$ cat config.mk
export PLATFORM = sky130hd
export DESIGN_NAME = toggle_scheduler_flat
export DESIGN_NICKNAME = d
export VERILOG_FILES = /design/src/rtl/edge_pkg.sv /design/src/rtl/toggle_scheduler_if.sv /design/src/rtl/toggle_scheduler_sync_fifo.sv /design/src/rtl/toggle_scheduler.sv /design/src/flat_wrapper.sv
export SDC_FILE = /design/constraint.sdc
export NUM_CORES = 1
export LEC_CHECK = 0
export ABC_AREA = 1
export BUFFER_PORTS_ARGS = -buffer_cell sky130_fd_sc_hd__buf_2
export CAP_MARGIN = 20
export CORE_MARGIN = 4
export CORE_UTILIZATION = 53
export DETAILED_ROUTE_END_ITERATION = 10
export PLACE_DENSITY = 0.75
export SYNTH_ARGS = -nofsm -noshare
export SYNTH_HDL_FRONTEND = slang
export SYNTH_HIERARCHICAL = 1
export SYNTH_SLANG_ARGS = --single-unit
$ cat constraint.sdc
create_clock -name clk -period 2.2 [get_ports clk]
set_clock_uncertainty 0.15 [all_clocks]
set_input_delay 0 -clock clk [delete_from_list [all_inputs] [get_ports clk]]
set_output_delay 0 -clock clk [all_outputs]
set_load 0.02 [all_outputs]
$ cat src/rtl/edge_pkg.sv
// Shared FSM state type and default sizing for the toggle scheduler.
package edge_pkg;

  typedef enum logic {
    S_IDLE  = 1'b0,
    S_COUNT = 1'b1
  } state_t;

  localparam int DELAY_W_DEF = 7;
  localparam int DEPTH_DEF   = 4;

endpackage

$ cat src/rtl/toggle_scheduler_if.sv
// Command/waveform bundle between a command source and the toggle scheduler.
interface toggle_scheduler_if
  import edge_pkg::*;
#(
  parameter int DELAY_W = DELAY_W_DEF,
  parameter int DEPTH   = DEPTH_DEF
);

  logic [DELAY_W-1:0]         cmd_delay;
  logic                       cmd_valid;
  logic                       cmd_ready;
  logic                       level;
  logic                       rise;
  logic                       fall;
  logic                       busy;
  logic [$clog2(DEPTH+1)-1:0] pending;

  modport master (
    output cmd_delay, cmd_valid,
    input  cmd_ready, level, rise, fall, busy, pending
  );

  modport slave (
    input  cmd_delay, cmd_valid,
    output cmd_ready, level, rise, fall, busy, pending
  );

endinterface

$ cat src/rtl/toggle_scheduler_sync_fifo.sv
// Synchronous first-word-fall-through FIFO; the head entry is always visible on rd_data.
module sync_fifo
  import edge_pkg::*;
#(
  parameter int WIDTH = DELAY_W_DEF,
  parameter int DEPTH = DEPTH_DEF
) (
  input  logic                       clk,
  input  logic                       rst,
  input  logic                       wr_en,
  input  logic [WIDTH-1:0]           wr_data,
  input  logic                       rd_en,
  output logic [WIDTH-1:0]           rd_data,
  output logic                       full,
  output logic                       empty,
  output logic [$clog2(DEPTH+1)-1:0] count
);

  localparam int PTR_W = (DEPTH > 1) ? $clog2(DEPTH) : 1;
  localparam int CNT_W = $clog2(DEPTH + 1);

  logic [WIDTH-1:0] mem [DEPTH];
  logic [PTR_W-1:0] wr_ptr;
  logic [PTR_W-1:0] rd_ptr;
  logic             do_wr;
  logic             do_rd;

  function automatic logic [PTR_W-1:0] next_ptr(input logic [PTR_W-1:0] ptr);
    return (ptr == PTR_W'(DEPTH - 1)) ? '0 : ptr + PTR_W'(1);
  endfunction

  // A write while full is dropped even if a read happens in the same cycle.
  assign do_wr   = wr_en && !full;
  assign do_rd   = rd_en && !empty;
  assign full    = (count == CNT_W'(DEPTH));
  assign empty   = (count == '0);
  assign rd_data = mem[rd_ptr];

  always_ff @(posedge clk) begin
    if (do_wr) begin
      mem[wr_ptr] <= wr_data;
    end
  end

  always_ff @(posedge clk or posedge rst) begin
    if (rst) begin
      wr_ptr <= '0;
      rd_ptr <= '0;
      count  <= '0;
    end else begin
      if (do_wr) begin
        wr_ptr <= next_ptr(wr_ptr);
      end
      if (do_rd) begin
        rd_ptr <= next_ptr(rd_ptr);
      end
      if (do_wr && !do_rd) begin
        count <= count + CNT_W'(1);
      end else if (do_rd && !do_wr) begin
        count <= count - CNT_W'(1);
      end
    end
  end

endmodule

$ cat src/rtl/toggle_scheduler.sv
// Programmable edge generator: each queued command toggles level after D+1 counting cycles,
// with one-cycle rise/fall strobes aligned to every scheduled toggle.
module toggle_scheduler
  import edge_pkg::*;
#(
  parameter int   DELAY_W    = DELAY_W_DEF,
  parameter int   DEPTH      = DEPTH_DEF,
  parameter logic INIT_LEVEL = 1'b0
) (
  input  logic               clk,
  input  logic               rst,
  toggle_scheduler_if.slave  bus
);

  localparam int CNT_W = $clog2(DEPTH + 1);

  state_t             state;
  logic [DELAY_W-1:0] cnt;
  logic [DELAY_W-1:0] head_delay;
  logic               level_q;
  logic               rise_q;
  logic               fall_q;
  logic               fifo_full;
  logic               fifo_empty;
  logic [CNT_W-1:0]   fifo_count;
  logic               expire;
  logic               push;
  logic               pop;

  // The next command is popped either from idle or on the very edge the current one expires,
  // so chained commands run with no gap between them.
  assign expire = (state == S_COUNT) && (cnt == '0);
  assign pop    = !fifo_empty && ((state == S_IDLE) || expire);
  assign push   = bus.cmd_valid && !fifo_full;

  sync_fifo #(
    .WIDTH (DELAY_W),
    .DEPTH (DEPTH)
  ) u_fifo (
    .clk     (clk),
    .rst     (rst),
    .wr_en   (push),
    .wr_data (bus.cmd_delay),
    .rd_en   (pop),
    .rd_data (head_delay),
    .full    (fifo_full),
    .empty   (fifo_empty),
    .count   (fifo_count)
  );

  always_ff @(posedge clk or posedge rst) begin
    if (rst) begin
      state   <= S_IDLE;
      cnt     <= '0;
      level_q <= INIT_LEVEL;
      rise_q  <= 1'b0;
      fall_q  <= 1'b0;
    end else begin
      rise_q <= 1'b0;
      fall_q <= 1'b0;
      if (expire) begin
        level_q <= !level_q;
        rise_q  <= !level_q;
        fall_q  <= level_q;
      end else if (state == S_COUNT) begin
        cnt <= cnt - DELAY_W'(1);
      end
      if (pop) begin
        state <= S_COUNT;
        cnt   <= head_delay;
      end else if (expire) begin
        state <= S_IDLE;
      end
    end
  end

  assign bus.level     = level_q;
  assign bus.rise      = rise_q;
  assign bus.fall      = fall_q;
  assign bus.busy      = (state == S_COUNT);
  assign bus.cmd_ready = !fifo_full;
  assign bus.pending   = fifo_count;

endmodule

$ cat src/flat_wrapper.sv
// flat-port wrapper written by rule: the top's interface ports become plain ports
module toggle_scheduler_flat import edge_pkg::*;
#(
  parameter int   DELAY_W    = DELAY_W_DEF,
  parameter int   DEPTH      = DEPTH_DEF,
  parameter logic INIT_LEVEL = 1'b0
)
  (clk, rst, bus_cmd_delay, bus_cmd_valid, bus_cmd_ready, bus_level, bus_rise, bus_fall, bus_busy, bus_pending);
  toggle_scheduler_if #(.DELAY_W(DELAY_W), .DEPTH(DEPTH)) bus_i ();
  input  logic clk;
  input  logic rst;
  input wire logic [$bits(bus_i.cmd_delay)-1:0] bus_cmd_delay;
  input wire logic [$bits(bus_i.cmd_valid)-1:0] bus_cmd_valid;
  output wire logic [$bits(bus_i.cmd_ready)-1:0] bus_cmd_ready;
  output wire logic [$bits(bus_i.level)-1:0] bus_level;
  output wire logic [$bits(bus_i.rise)-1:0] bus_rise;
  output wire logic [$bits(bus_i.fall)-1:0] bus_fall;
  output wire logic [$bits(bus_i.busy)-1:0] bus_busy;
  output wire logic [$bits(bus_i.pending)-1:0] bus_pending;
  assign bus_i.cmd_delay = bus_cmd_delay;
  assign bus_i.cmd_valid = bus_cmd_valid;
  assign bus_cmd_ready = bus_i.cmd_ready;
  assign bus_level = bus_i.level;
  assign bus_rise = bus_i.rise;
  assign bus_fall = bus_i.fall;
  assign bus_busy = bus_i.busy;
  assign bus_pending = bus_i.pending;
  toggle_scheduler #(.DELAY_W(DELAY_W), .DEPTH(DEPTH), .INIT_LEVEL(INIT_LEVEL)) u_core (.clk(clk), .rst(rst), .bus(bus_i));
endmodule
-- Word-level counts from Yosys, hierarchy flattened
Memory sizes are Yosys's and may differ from the RTL's.
Cells that the tools add are included.
- bits in registers: 18
- RAM bits: 28
- input bits: 10
- output and inout port bits: 8
- word-level logic and storage cells: 51
- memories kept: 1
- memories (name ; depth ; bits a word ; read ports ; clocked after Yosys merged registers in ; write ports ; line ; source):
    u_core.u_fifo.mem ; 4 ; 7 ; 1 ; 0 ; 1 ; toggle_scheduler_sync_fifo.sv:22 ; logic [WIDTH-1:0] mem [DEPTH];
- $add $sub $neg: 5
- equal/unequal tests: 4
- mux-type cells: 13
- bitwise logic cells: 1
- reduce and logical (&&, ||, !) cells: 19
- operators by type and width (cell ; count):
    $mux W7 ; 3
    $logic_and A1 B1 Y1 ; 7
    $logic_not A7 Y1 ; 1
    $sub A7 B1 Y7 const B ; 1
    $mux W1 ; 6
    $mux W3 ; 2
    $reduce_bool A2 Y1 ; 3
    $logic_not A1 Y1 ; 5
    $add A2 B1 Y2 const B ; 2
    $eq A2 B2 Y1 const B ; 2
    $mux W2 ; 2
    $add A3 B1 Y3 const B ; 1
    $eq A3 B3 Y1 const B ; 1
    $logic_not A3 Y1 ; 1
    $sub A3 B1 Y3 const B ; 1
    $ne A2 B2 Y1 const B ; 1
    $reduce_and A2 Y1 ; 1
    $logic_or A1 B1 Y1 ; 1
    $not A1 Y1 ; 1

-- Logic depth before layout (Yosys ltp)
Gate-level depths: netlist of run 1.
- word-level depth: 8
- depth in mapped cells: 17
- depth with buffers taken out: 17

-- Cells and area by module
The synthesis of run 1 kept the hierarchy.
- by module, submodules not included (module ; instances ; cells an instance ; area each (um^2)):
    sync_fifo ; 1 ; 143 ; 1596.5
    toggle_scheduler ; 1 ; 83 ; 653.1

-- Least setup slack after synthesis of run 1
Ideal clock, no wire load.
- kind: reg2reg
- from: register u_core.u_fifo.count[0]
- to: register u_core.u_fifo.count[2]
- data arrival time: 2.171 ns
- slack: -0.239 ns
- stages on the path, launching flop included: 16
- path buffers: 1
- clock period less this slack: 2.439 ns
- cell sequence: dfrtp_1 > inv_1 > nand3_2 > inv_1 > clkbuf_1 > inv_2 > nand2_1 > inv_1 > nand2_1 > ha_1 > inv_1 > fa_1 > nand2_1 > nand3_1 > nand2_1 > nand2_1
- longest elaborated chain between the ends: 7
- ends and longest elaborated chain (element ; line ; source):
    start: declaration ; toggle_scheduler_sync_fifo.sv:16 ; output logic [$clog2(DEPTH+1)-1:0] count
    start signal: assignment ; toggle_scheduler_sync_fifo.sv:58 ; count <= count + CNT_W'(1);
    start signal: assignment ; toggle_scheduler_sync_fifo.sv:60 ; count <= count - CNT_W'(1);
    $logic_not A3 Y1 * ; toggle_scheduler_sync_fifo.sv:36 ; assign empty = (count == '0);
    named net u_core.fifo_empty ; toggle_scheduler.sv:24 ; logic fifo_empty;
    $logic_not A1 Y1 * ; toggle_scheduler.sv:33 ; assign pop = !fifo_empty && ((state == S_IDLE) || expire);
    $logic_and A1 B1 Y1 * ; toggle_scheduler.sv:33 ;
    named net u_core.pop ; toggle_scheduler.sv:28 ; logic pop;
    $logic_and A1 B1 Y1 * ; toggle_scheduler_sync_fifo.sv:34 ; assign do_rd = rd_en && !empty;
    $logic_not A1 Y1 ; toggle_scheduler_sync_fifo.sv:57 ; if (do_wr && !do_rd) begin
    $logic_and A1 B1 Y1 ; toggle_scheduler_sync_fifo.sv:57 ;
    $mux W3 or $reduce_bool A2 Y1 (tied branches) ; - ;
The timed path passes the listed nets; every way through them passes the cells marked *. The select of a mux whose other input is x is not followed.
A chain may end at the register's enable or synchronous reset.

-- Worst setup path after layout of run 1
- from: register u_core.cnt[0]
- to: register u_core.u_fifo.count[1]
- longest elaborated chain between the ends: 8
- ends and longest elaborated chain (element ; line ; source):
    start: declaration ; toggle_scheduler.sv:18 ; logic [DELAY_W-1:0] cnt;
    start signal: assignment ; toggle_scheduler.sv:66 ; cnt <= cnt - DELAY_W'(1);
    start signal: assignment ; toggle_scheduler.sv:70 ; cnt <= head_delay;
    $logic_not A7 Y1 * ; toggle_scheduler.sv:32 ; assign expire = (state == S_COUNT) && (cnt == '0);
    $logic_and A1 B1 Y1 * ; toggle_scheduler.sv:32 ;
    $logic_or A1 B1 Y1 * ; toggle_scheduler.sv:33 ;
    $logic_and A1 B1 Y1 * ; toggle_scheduler.sv:33 ;
    named net u_core.pop ; toggle_scheduler.sv:28 ;
    $logic_and A1 B1 Y1 * ; toggle_scheduler_sync_fifo.sv:34 ;
    $logic_not A1 Y1 ; toggle_scheduler_sync_fifo.sv:57 ;
    $logic_and A1 B1 Y1 ; toggle_scheduler_sync_fifo.sv:57 ;
    $mux W3 or $reduce_bool A2 Y1 (tied branches) ; - ;
The timed path passes the listed nets; every way through them passes the cells marked *.

==> metrics.sh, run 1 <==
OUTCOME='finished, final reports clean'
MAX-VDD-IR-DROP_V=0.0006330
DRC_ERRORS=0
DPL.CELL_COUNT=300
TIMING.CRITICAL_PATH.MODE_CELL='nand2_4'
REG2REG_SLACK_NS=0.07
ROUTE.FINAL.WIRE_LENGTH_MM=4.196
GLOBAL_ROUTE_WIRE_LENGTH_BEFORE_REPAIR_MM=7.044
CLOCK_SINKS=46
DETAILEDPLACEMENTHPWL_MM=2.704
CRITICAL_PATH.MAX_STAGE_DELAY_NS=0.42
MAX-SLEW-MARGIN-REL=0.7037
DIE_WIDTH_UM=73.15
CTS_BUFFER_DEPTH=2
POST_SYNTH_XOR_AREA_FRACTION=0.01557
DRV_CAP=0
NFILLCELLS=295
SETUP_VIOL=0
WORST_SETUP_PATH_STARTPOINT='u_core/cnt[0]'
YOSYSUNIQUECELLTYPES=24
DRIVE_ABOVE_1_SHARE=0.2852
YS_SEQ_AREA_FRAC=0.5740
WORSTREGTOREGCELLS=14
PERIOD_NEEDED_NS=2.127
OVERFLOW_LEFT_AFTER_GLOBAL_ROUTING=0
FINAL_HOLD_VIOL_COUNT=0
FINALINSTANCEAREA_UM2=2793
ANT_NETS=0
ROWS=23
NUMPORTBUFFERS=17
POST-LAYOUT-TOTAL-POWER_W=0.003537
SYNTH_SIMPLE_GATE_AREA_SHARE=0.2041
FINISH.CELL_COUNT_WITHOUT_FILLERS=327
CHIPHEIGHT_UM=73.15
WORST_PIN_SLEW_NS=0.4440
CLOCK.FMAX_GHz=0.4702
CTS_BUFFERS=5
DETAIL_ROUTE.WL_PER_CELL_UM=12.83
COMBINATIONAL_FAMILY_WITH_THE_MOST_AREA_AFTER_SYNTHESIS='simple AND/OR/NAND/NOR gates'
R2R_END='u_core/u_fifo/count[1]'
SYNTH-COMPOUND-AREA-SHARE=0.05228
SYN_AVG_CELL_AREA_UM2=9.954
SYN-NUM-NETS=245
KIND_OF_START_POINT_OF_THE_CRITICAL_PATH='register'
DRT_PASS1_ITERATIONS=4
TIMING.FINAL.WS_SETUP_NS=0.07310
ENDPOINT_KIND='register'
CRITICAL_PATH.CELL_CHAIN='inv_2, ha_4, inv_2, nor2_4, nand3_4, nand2_4, nand2_4, inv_4, nand2_4, ha_4, inv_4, fa_2, nand2_1, o21ai_1'
CRITPATHREQUIREDTIME_NS=2.25
CRIT_FANOUT=3
LAYOUT-AREA-OVERHEAD-VS-SYNTH_PCT=24.14
CLOCK_TREE.HTREE_LEVEL_COUNT=2
FINALCRITPERIODSHARE=0.9668
DRT-INITIAL-DRC-COUNT=111
POWER.LEAKAGE_nW=1.297
SLEW_VIOL_FINAL=0
CTS_ROOT_BUFFER_TYPE='clkbuf_8'
SYNTHESIZED_FLOP_AND_LATCH_TOTAL=46
SETUP.WORST_PATH.CLASS='reg2reg'
SYNTHDOMINANTAREACELLTYPE='edfxtp_1'
DIE_AREA_UM2=5351
CRITICAL_PATH_SINK='u_core/u_fifo/count[1]'
GRT_MAX_DEGREE=32
CORE-AREA_UM2=4058
CPMAXSTAGEDELAYCELL='fa_2'
ANTENNA_DIODE_COUNT=0
NUMBER_OF_ANTENNA_VIOLATIONS_AT_THE_FIRST_CHECK_IN_GLOBAL_ROUTING=0
START_UTIL=0.5544
LAYOUT_COMMON_CELLS='43 x nand2_1, 35 x inv_1, 29 x nand3_1'
SYNTH_TOP_CELL_AREA_SHARE=0.3737
FINAL_CORE_UTIL=0.6883
ROUTED-VIA-COUNT=1619
ARRIVAL_NS=2.18
CRITICAL_PATH.REG2REG.STARTPOINT='u_core/cnt[0]'
ROUTE.DETAILED.VIAS_PER_INST=4.951
POWER.DENSITY_nW_PER_UM2=1266
TYPE_OF_THE_MOST_CRITICAL_HOLD_PATH='in2async'
ROUTABILITYCONGESTION=0.8113
POST-PLACE-WS_NS=-0.03738
CLKLATENCYLATEPIN_NS=0.30
NETLIST_TOP_CELLS_AREA='edfxtp_1 37%, dfrtp_1 20%, nand2_1 7.8%'
WORST_SETUP_HOLD_PATH_CLK_SLEW_NS=0.09
SYNTH_ADDER_AREA_SHARE=0.05339
FINAL_COMMON_CELL='nand2_1'
YS_WARN_COUNT=6
POST_SYNTH_INSTANCE_AREA_UM2=2250
PLACE_AREA_UM2=2452
NNETSFINAL=295
SYNTHESIS.INSTANCES=226
GRT_USE_TOTAL=0.1770
TRITONCTS_CLOCK_TREE='built'
IOS=18
FIRST_GLOBAL_VIAS=1568
MUX_CELL_AREA_SHARE_AFTER_SYNTHESIS=0
[cell usage after synthesis]
library cell,number
inv_2,3
nand3_1,29
xnor2_1,1
nand3_2,3
nand2_4,1
nor2_1,11
fa_1,1
clkbuf_1,1
xor2_1,3
o21ai_0,1
o211ai_1,14
nand2_1,47
nor2_4,1
inv_1,43
nand2_2,1
o21bai_1,1
buf_6,4
or2_2,1
dfrtp_1,18
edfxtp_1,28
buf_2,1
nor2_2,1
nand4_1,4
ha_1,8
[power breakdown]
group | switching [W] | internal [W] | total (W)
clock network | 0.000289 | 0.000339 | 0.000628
registers | 0.000194 | 0.00118 | 0.00137
logic | 0.000892 | 0.000644 | 0.00154
[final cells by class]
| type | instances | area (µm²) | share of cell area |
|---|---|---|---|
| clock inverter | 3 | 43.79 | 0.01568 |
| tap | 50 | 62.56 | 0.02240 |
| multi-input combinational | 128 | 797.0 | 0.2854 |
| clock buffer | 5 | 68.82 | 0.02464 |
| timing repair buffer | 49 | 347.8 | 0.1246 |
| inverter | 46 | 177.7 | 0.06362 |
| sequential | 46 | 1295 | 0.4637 |
[stage by stage]
stage                     hold slack [ns]  setup TNS [ns]
after floorplan                   -0.3468        -0.01555
after global placement            -0.1913               0
after detailed placement          -0.1935        -0.04470
after CTS                         0.02737               0
after global routing              0.08132        -0.06798
final                             0.02042               0
[sequential cells by signal, summed over array words and instances (netlist names)]
register and cells:
u_core/u_fifo/mem 28, u_core/u_fifo/rd_ptr 2, u_core/bus.fall 1, u_core/bus.busy 1, u_core/bus.rise 1, u_core/u_fifo/count 3, u_core/u_fifo/wr_ptr 2, u_core/bus.level 1
u_core/cnt 7
[worst min path at each step]
stage                     startpoint                      end  slack [ns]  cells after the start
after global routing             rst  u_core/u_fifo/wr_ptr[1]        0.08                      3
final                            rst  u_core/u_fifo/wr_ptr[1]        0.02                      3
after detailed placement         rst  u_core/u_fifo/rd_ptr[0]       -0.19                      2
after floorplan                  rst  u_core/u_fifo/rd_ptr[0]       -0.35                      1
after CTS                        rst  u_core/u_fifo/rd_ptr[0]        0.03                      3
after global placement           rst  u_core/u_fifo/rd_ptr[0]       -0.19                      2
[critical path: cells and delay by family, from the launching register on]
kind	cells	cell delay [ns]
AND/OR/NAND/NOR	6	0.48
buffers and inverters	4	0.23
adder cells (fa/ha/maj)	3	0.71
flip-flops	1	0.39
AO/OA/AOI/OAI	1	0.05
[what timing repair did]
| item | in CTS | in global routing |
|---|---|---|
| setup buffers | 3 | 7 |
| endpoints found under the setup margin | 2 | 2 |
| gates resized for setup | 8 | 11 |
| hold buffers | 9 | 0 |
| hold endpoints to repair | 48 | 0 |
| pin swaps | 7 | 5 |
[per-layer routing]
layer,global-route usage,share of wire,vias up
li1,-,-,837
met1,0.2180,0.44,742
met2,0.2939,0.50,33
met3,0.04545,0.043,7
met4,0.07377,0.017,0
met5,0,0,-
[cells by family (layout without fill, tap and decap cells)]
group / count (synthesis) / after routing
AO/OA/AOI/OAI: 16 / 16
AND/OR/NAND/NOR: 99 / 99
flip-flops: 46 / 46
buffers and inverters: 52 / 103
XOR/XNOR: 4 / 4
adder cells (fa/ha/maj): 9 / 9
(Power assumes the default switching activity.)
==> run 2: changes to the inputs <==
Settings changed: CTS_BUF_LIST from default to sky130_fd_sc_hd__clkbuf_4 sky130_fd_sc_hd__clkbuf_8 sky130_fd_sc_hd__clkbuf_16, PLACE_DENSITY 0.75 to 0.83.
==> run 2 against run 1 <==
Via count rose by 0.31%. Combinational power about the same. Global-route usage decreased by 0.80 points. Hold slack got worse by 0.0010 ns. Register-to-register slack is essentially flat. Cell area fell by 1.2%. Clock power is 1% lower. Power decreased by 1.3%. Sequential power barely moved. Largest cell class unchanged.
==> metrics.sh, run 2 (same netlist as run 1, synthesis figures left out) <==
SETUP.WORST_PATH.CLASS='reg2reg'
DRT_PASS1_ITERATIONS=4  # unchanged
MAX-SLEW-MARGIN-REL=0.7125  # +0.008881
LAYOUT-AREA-OVERHEAD-VS-SYNTH_PCT=22.64
CLKLATENCYLATEPIN_NS=0.30  # about the same
CTS_BUFFER_DEPTH=2  # unchanged
CORE-AREA_UM2=4058  # unchanged
LAYOUT_TOP_REGISTERS='u_core/u_fifo/mem (28), u_core/cnt (7), u_core/u_fifo/count (3)'
GLOBAL_ROUTE_WIRE_LENGTH_BEFORE_REPAIR_MM=6.941  # -1.5%
POWER.DENSITY_nW_PER_UM2=1265  # -0.10%
TYPE_OF_THE_MOST_CRITICAL_HOLD_PATH='in2async'
DRT-INITIAL-DRC-COUNT=102  # -8.1%
POST-LAYOUT-TOTAL-POWER_W=0.003490  # -1.3%
CRITICAL_PATH.MAX_STAGE_DELAY_NS=0.40  # -0.02 ns
WORST_SETUP_HOLD_PATH_CLK_SLEW_NS=0.09  # about the same
SLEW_VIOL_FINAL=0  # unchanged
CLOCK_SINKS=46  # unchanged
WORST_PIN_SLEW_NS=0.4307  # -0.01331 ns
OVERFLOW_LEFT_AFTER_GLOBAL_ROUTING=0  # unchanged
ENDPOINT_KIND='register'
FINAL_COMMON_CELL='nand2_1'
CRITICAL_PATH.CELL_CHAIN='inv_2, ha_4, inv_2, nor2_4, nand3_2, nand2_4, nand2_4, inv_4, nand2_4, ha_4, inv_4, fa_1, nand2_1, nand3_1, nand2_1, nand2_1'
ROUTE.DETAILED.VIAS_PER_INST=5.028  # +1.6%
CTS_BUFFERS=5  # unchanged
ROUTABILITYCONGESTION=0.7903  # -2.6%
DIE_AREA_UM2=5351  # unchanged
CPMAXSTAGEDELAYCELL='fa_1'
DETAIL_ROUTE.WL_PER_CELL_UM=12.60  # -1.8%
START_UTIL=0.5544  # unchanged
GRT_MAX_DEGREE=32  # unchanged
CTS_ROOT_BUFFER_TYPE='clkbuf_8'
FINAL_HOLD_VIOL_COUNT=0  # unchanged
HOLD-WORST-SLACK_NS=0.01938  # -0.001033 ns
CRIT_FANOUT=3  # unchanged
DRV_CAP=0  # unchanged
ROWS=23  # unchanged
DRC_ERRORS=0  # unchanged
FINALCRITPERIODSHARE=0.9702  # +0.003457
LARGEST_REGISTER_BY_FLOP_COUNT='u_core/u_fifo/mem'
ARRIVAL_NS=2.18  # about the same
SETUP_VIOL=0  # unchanged
NUMBER_OF_ANTENNA_VIOLATIONS_AT_THE_FIRST_CHECK_IN_GLOBAL_ROUTING=0  # unchanged
OUTCOME='finished, final reports clean'
GRT_SETUP_UNREPAIRED='true'
ANT_NETS=0  # unchanged
CHIPHEIGHT_UM=73.15  # unchanged
DRIVE_ABOVE_1_SHARE=0.2674  # -0.01780
POWER.LEAKAGE_nW=1.271  # -2.0%
DIE_WIDTH_UM=73.15  # unchanged
DETAILEDPLACEMENTHPWL_MM=2.838  # +4.9%
CLOCK.FMAX_GHz=0.4685  # -0.36%
NUMPORTBUFFERS=17  # unchanged
GRT_USE_TOTAL=0.1690  # -0.007970
ANTENNA_DIODE_COUNT=0  # unchanged
ROUTED-VIA-COUNT=1624  # +0.31%
LAYOUT_COMMON_CELLS='45 x nand2_1, 34 x inv_1, 29 x nand3_1'
TRITONCTS_CLOCK_TREE='built'
ROUTE.FINAL.WIRE_LENGTH_MM=4.070  # -3.0%
LARGEST_REG_FLOPS=28  # unchanged
KIND_OF_START_POINT_OF_THE_CRITICAL_PATH='register'
FIRST_GLOBAL_VIAS=1607  # +2.5%
IOS=18  # unchanged
NNETSFINAL=291  # -1.4%
PERIOD_NEEDED_NS=2.135  # +0.007606 ns
CRITPATHREQUIREDTIME_NS=2.24  # about the same
MAX-VDD-IR-DROP_V=0.0006301  # -0.46%
CLOCK_TREE.HTREE_LEVEL_COUNT=2  # unchanged
==> run 2: final cells by class <==
type                       count  area, µm²
clock inverter                 3      45.04
fill                         293       1299
tap                           50      62.56
sequential                    46       1295
clock buffer                   5      68.82
timing repair buffer          45      317.8
inverter                      46      180.2
multi-input combinational    128      789.5
==> run 2: worst paths after layout <==
kind,startpoint,slack [ns],cells after the start,to
setup reg to reg,u_core/cnt[0],0.07,16,u_core/u_fifo/count[2]
hold / removal,rst,0.02,3,u_core/u_fifo/rd_ptr[0]
min in group clk,bus_cmd_delay[2],0.31,2,u_core/u_fifo/mem[0][2]
setup / recovery,u_core/cnt[0],0.07,16,u_core/u_fifo/count[2]
max in group asynchronous,rst,1.51,3,u_core/cnt[1]
hold reg to reg,u_core/bus.level,0.32,1,u_core/bus.rise
==> run 2: stage by stage <==
stage          cell area, µm²    util  TNS [ns]  std cells  setup slack, ns
6_report                 2759  0.6799         0        323          0.06549
5_1_grt                  2759  0.6799  -0.04110        323         -0.02587
4_1_cts                  2656  0.6546         0        317         0.001659
3_5_place_dp             2445  0.6025  -0.01843        299         -0.01843
3_3_place_gp             2445  0.6025         0        299          0.05409
2_1_floorplan            2271       -  -0.01555        226         -0.01555
==> run 2: per-layer routing <==
layer,vias up,global-route usage,wire (µm)
met3,7,0.04270,159
met1,765,0.2104,1765
li1,826,-,-
met5,-,0,0
met2,26,0.2820,2087
met4,0,0.06352,56
==> run 2: report_power, final <==
group / internal [W] / switching [W]
clock network: 0.000338 / 0.000283
registers: 0.00118 / 0.000183
logic: 0.000619 / 0.000889
==> run 2: what timing repair did <==
item | in CTS | in global routing
buffers inserted | 1 | 6
setup endpoints to repair | 1 | 2
endpoints found under the hold margin | 48 | 0
hold buffers | 9 | 0
pin swaps | 0 | 6
resized for setup | 0 | 18
==> run 2: worst max-delay path, delay by kind of cell, from the launching register on <==
| kind | cells | cell delay [ns] |
|---|---|---|
| flops | 1 | 0.37 |
| fa+ha+maj | 3 | 0.70 |
| simple gates | 9 | 0.63 |
| buf+inv | 4 | 0.19 |
==> run 3: changes to the inputs <==
Settings changed: CORE_ASPECT_RATIO from default to 2.
==> run 3 against run 2 <==
Routed wire length increased by 4.3%. Power decreased by 1.3%. Utilization decreased by 0.29 points. Sequential share of layout area decreased by 0.15 points. Via count increased by 1.9%. Sequential power about the same. Hold slack improved by 0.00089 ns. Cell area increased by 0.32%.
==> metrics.sh, run 3 (same netlist as run 1, synthesis figures left out) <==
OUTCOME='finished, final reports clean'
CRITICAL_PATH.REG2REG.STARTPOINT='u_core/cnt[1]'
FINAL_COMMON_CELL='nand2_1'
ENDPOINT_KIND='register'
ROUTE.DETAILED.VIAS_PER_INST=5.046  # +0.36%
CTS_BUFFER_DEPTH=2  # unchanged
CTS_BUFFERS=5  # unchanged
ARRIVAL_NS=2.18  # about the same
OVERFLOW_LEFT_AFTER_GLOBAL_ROUTING=0  # unchanged
CLKLATENCYLATEPIN_NS=0.30  # about the same
FINISH.CELL_COUNT_WITHOUT_FILLERS=328  # +1.5%
ROUTE.FINAL.WIRE_LENGTH_MM=4.247  # +4.3%
SETUP_VIOL=0  # unchanged
CTS_ROOT_BUFFER_TYPE='clkbuf_8'
DETAILEDPLACEMENTHPWL_MM=2.944  # +3.8%
LAYOUT_COMMON_CELLS='45 x nand2_1, 34 x inv_1, 29 x nand3_1'
HOLD-WORST-SLACK_NS=0.02027  # +0.0008917 ns
IOS=18  # unchanged
FINAL_HOLD_VIOL_COUNT=0  # unchanged
CLOCK_TREE.HTREE_LEVEL_COUNT=2  # unchanged
ROUTED-VIA-COUNT=1655  # +1.9%
NUMBER_OF_ANTENNA_VIOLATIONS_AT_THE_FIRST_CHECK_IN_GLOBAL_ROUTING=0  # unchanged
KIND_OF_START_POINT_OF_THE_CRITICAL_PATH='register'
MAX-VDD-IR-DROP_V=0.0009414  # +49%
NFILLCELLS=287  # -2.0%
SEQUENTIAL_CELL_AREA_UM2=1295  # unchanged
CHIPHEIGHT_UM=100.1  # +37%
CRITPATHREQUIREDTIME_NS=2.25  # about the same
PERIOD_NEEDED_NS=2.137  # +0.002275 ns
GLOBAL_ROUTE_WIRE_LENGTH_BEFORE_REPAIR_MM=7.086  # +2.1%
CLOCK_SINKS=46  # unchanged
MULTI_INPUT_AREA_UM2=792.0  # +0.32%
FINALCRITPERIODSHARE=0.9713  # +0.001034
SLEW_VIOL_FINAL=0  # unchanged
FINAL_CORE_UTIL=0.6771  # -0.002852
PLACE_AREA_UM2=2455  # +0.41%
POWER.DENSITY_nW_PER_UM2=1245  # -1.6%
DRV_CAP=0  # unchanged
LAYOUT_TOP_REGISTERS='u_core/u_fifo/mem (28), u_core/cnt (7), u_core/u_fifo/count (3)'
TRITONCTS_CLOCK_TREE='built'
DRIVE_ABOVE_1_SHARE=0.2790  # +0.01159
ROWS=33  # +43%
DRT-INITIAL-DRC-COUNT=35  # -66%
SETUP.WORST_PATH.CLASS='reg2reg'
DIE_AREA_UM2=5414  # +1.2%
DPL.CELL_COUNT=302  # +1.0%
MAX-SLEW-MARGIN-REL=0.7118  # -0.0007850
ANTENNA_DIODE_COUNT=0  # unchanged
WORST_PIN_SLEW_NS=0.4319  # +0.001177 ns
DRT_PASS1_ITERATIONS=4  # unchanged
DIE_WIDTH_UM=54.07  # -26%
START_UTIL=0.5504  # -0.004073
LARGEST_REGISTER_BY_FLOP_COUNT='u_core/u_fifo/mem'
GRT_USE_TOTAL=0.1817  # +0.01274
WORST_SETUP_PATH_STARTPOINT='u_core/cnt[1]'
FINALINSTANCEAREA_UM2=2768  # +0.32%
NNETSFINAL=294  # +1.0%
DRC_ERRORS=0  # unchanged
TYPE_OF_THE_MOST_CRITICAL_HOLD_PATH='in2async'
DETAIL_ROUTE.WL_PER_CELL_UM=12.95  # +2.8%
ROUTABILITYCONGESTION=0.8255  # +4.5%
LARGEST_REG_FLOPS=28  # unchanged
GRT_MAX_DEGREE=32  # unchanged
LAYOUT-AREA-OVERHEAD-VS-SYNTH_PCT=23.03
POST-LAYOUT-TOTAL-POWER_W=0.003446  # -1.3%
CORE-AREA_UM2=4088  # +0.74%
POWER.LEAKAGE_nW=1.286  # +1.2%
NUMPORTBUFFERS=17  # unchanged
FIRST_GLOBAL_VIAS=1639  # +2.0%
WORST_SETUP_HOLD_PATH_CLK_SLEW_NS=0.09  # about the same
CLOCK.FMAX_GHz=0.4680  # -0.11%
ANT_NETS=0  # unchanged
CRIT_FANOUT=3  # unchanged
-- run 3: cell count changes in the layout (fill, tap and decap cells not counted), sizes merged --
cell      previous run  this run
clkinvlp             2         0
clkinv               0         1
inv                 46        48
bufinv               1         0
buf                 36        39
-- run 3: worst paths after layout --
path,slack (ns),endpoint,cells past startpoint
max reg2reg,0.06,u_core/u_fifo/count[1],14
max in group asynchronous,1.50,u_core/cnt[4],3
min,0.02,u_core/u_fifo/rd_ptr[0],3
min reg2reg,0.31,u_core/bus.rise,1
max,0.06,u_core/u_fifo/count[1],14
min in group clk,0.29,u_core/u_fifo/mem[3][5],2
-- run 3: per-stage QoR --
step | setup WS (ns) | TNS (ns)
after global routing | -0.008734 | -0.008734
after CTS | 0.006798 | 0
after detailed placement | -0.05999 | -0.06731
final | 0.06322 | 0
after floorplan | -0.01555 | -0.01555
after global placement | 0.02524 | 0
-- run 3: final cells by class --
type	instances	area share
sequential	46	0.4679
clock buffer	5	0.02486
inverter	46	0.06420
multi-input combinational	128	0.2862
timing repair buffer	48	0.1230
tap	52	0.02351
clock inverter	3	0.01040
-- run 3: layer usage --
layer,track usage,part of all wire,up-vias
met2,0.3364,0.59,25
met1,0.1755,0.35,786
met4,0.09981,0.035,0
li1,-,-,833
met3,0.03269,0.024,11
met5,0,0,-
-- run 3: timing repair --
action / in CTS / in global routing
setup endpoints to repair: 2 / 2
hold endpoints to repair: 48 / 0
gates resized for setup: 6 / 12
setup buffers: 4 / 5
pin swaps: 5 / 8
hold buffers: 9 / 0
-- run 3: critical path: stages (launching register included) --
cell and delay (ns):
dfrtp_1 0.40, inv_2 0.09, ha_4 0.13, inv_2 0.04
nor2_4 0.10, nand3_4 0.09, nand2_4 0.08, nand2_4 0.06
inv_4 0.06, nand2_4 0.05, ha_4 0.17, inv_4 0.05
fa_2 0.43, nand2_1 0.07, o21ai_1 0.05
-- run 3: power breakdown --
group	total [W]	switching, W	internal [W]
clock network	0.000538	0.000301	0.000237
registers	0.00139	0.000208	0.00118
logic	0.00152	0.000886	0.000635
total	0.00345	0.00140	0.00205
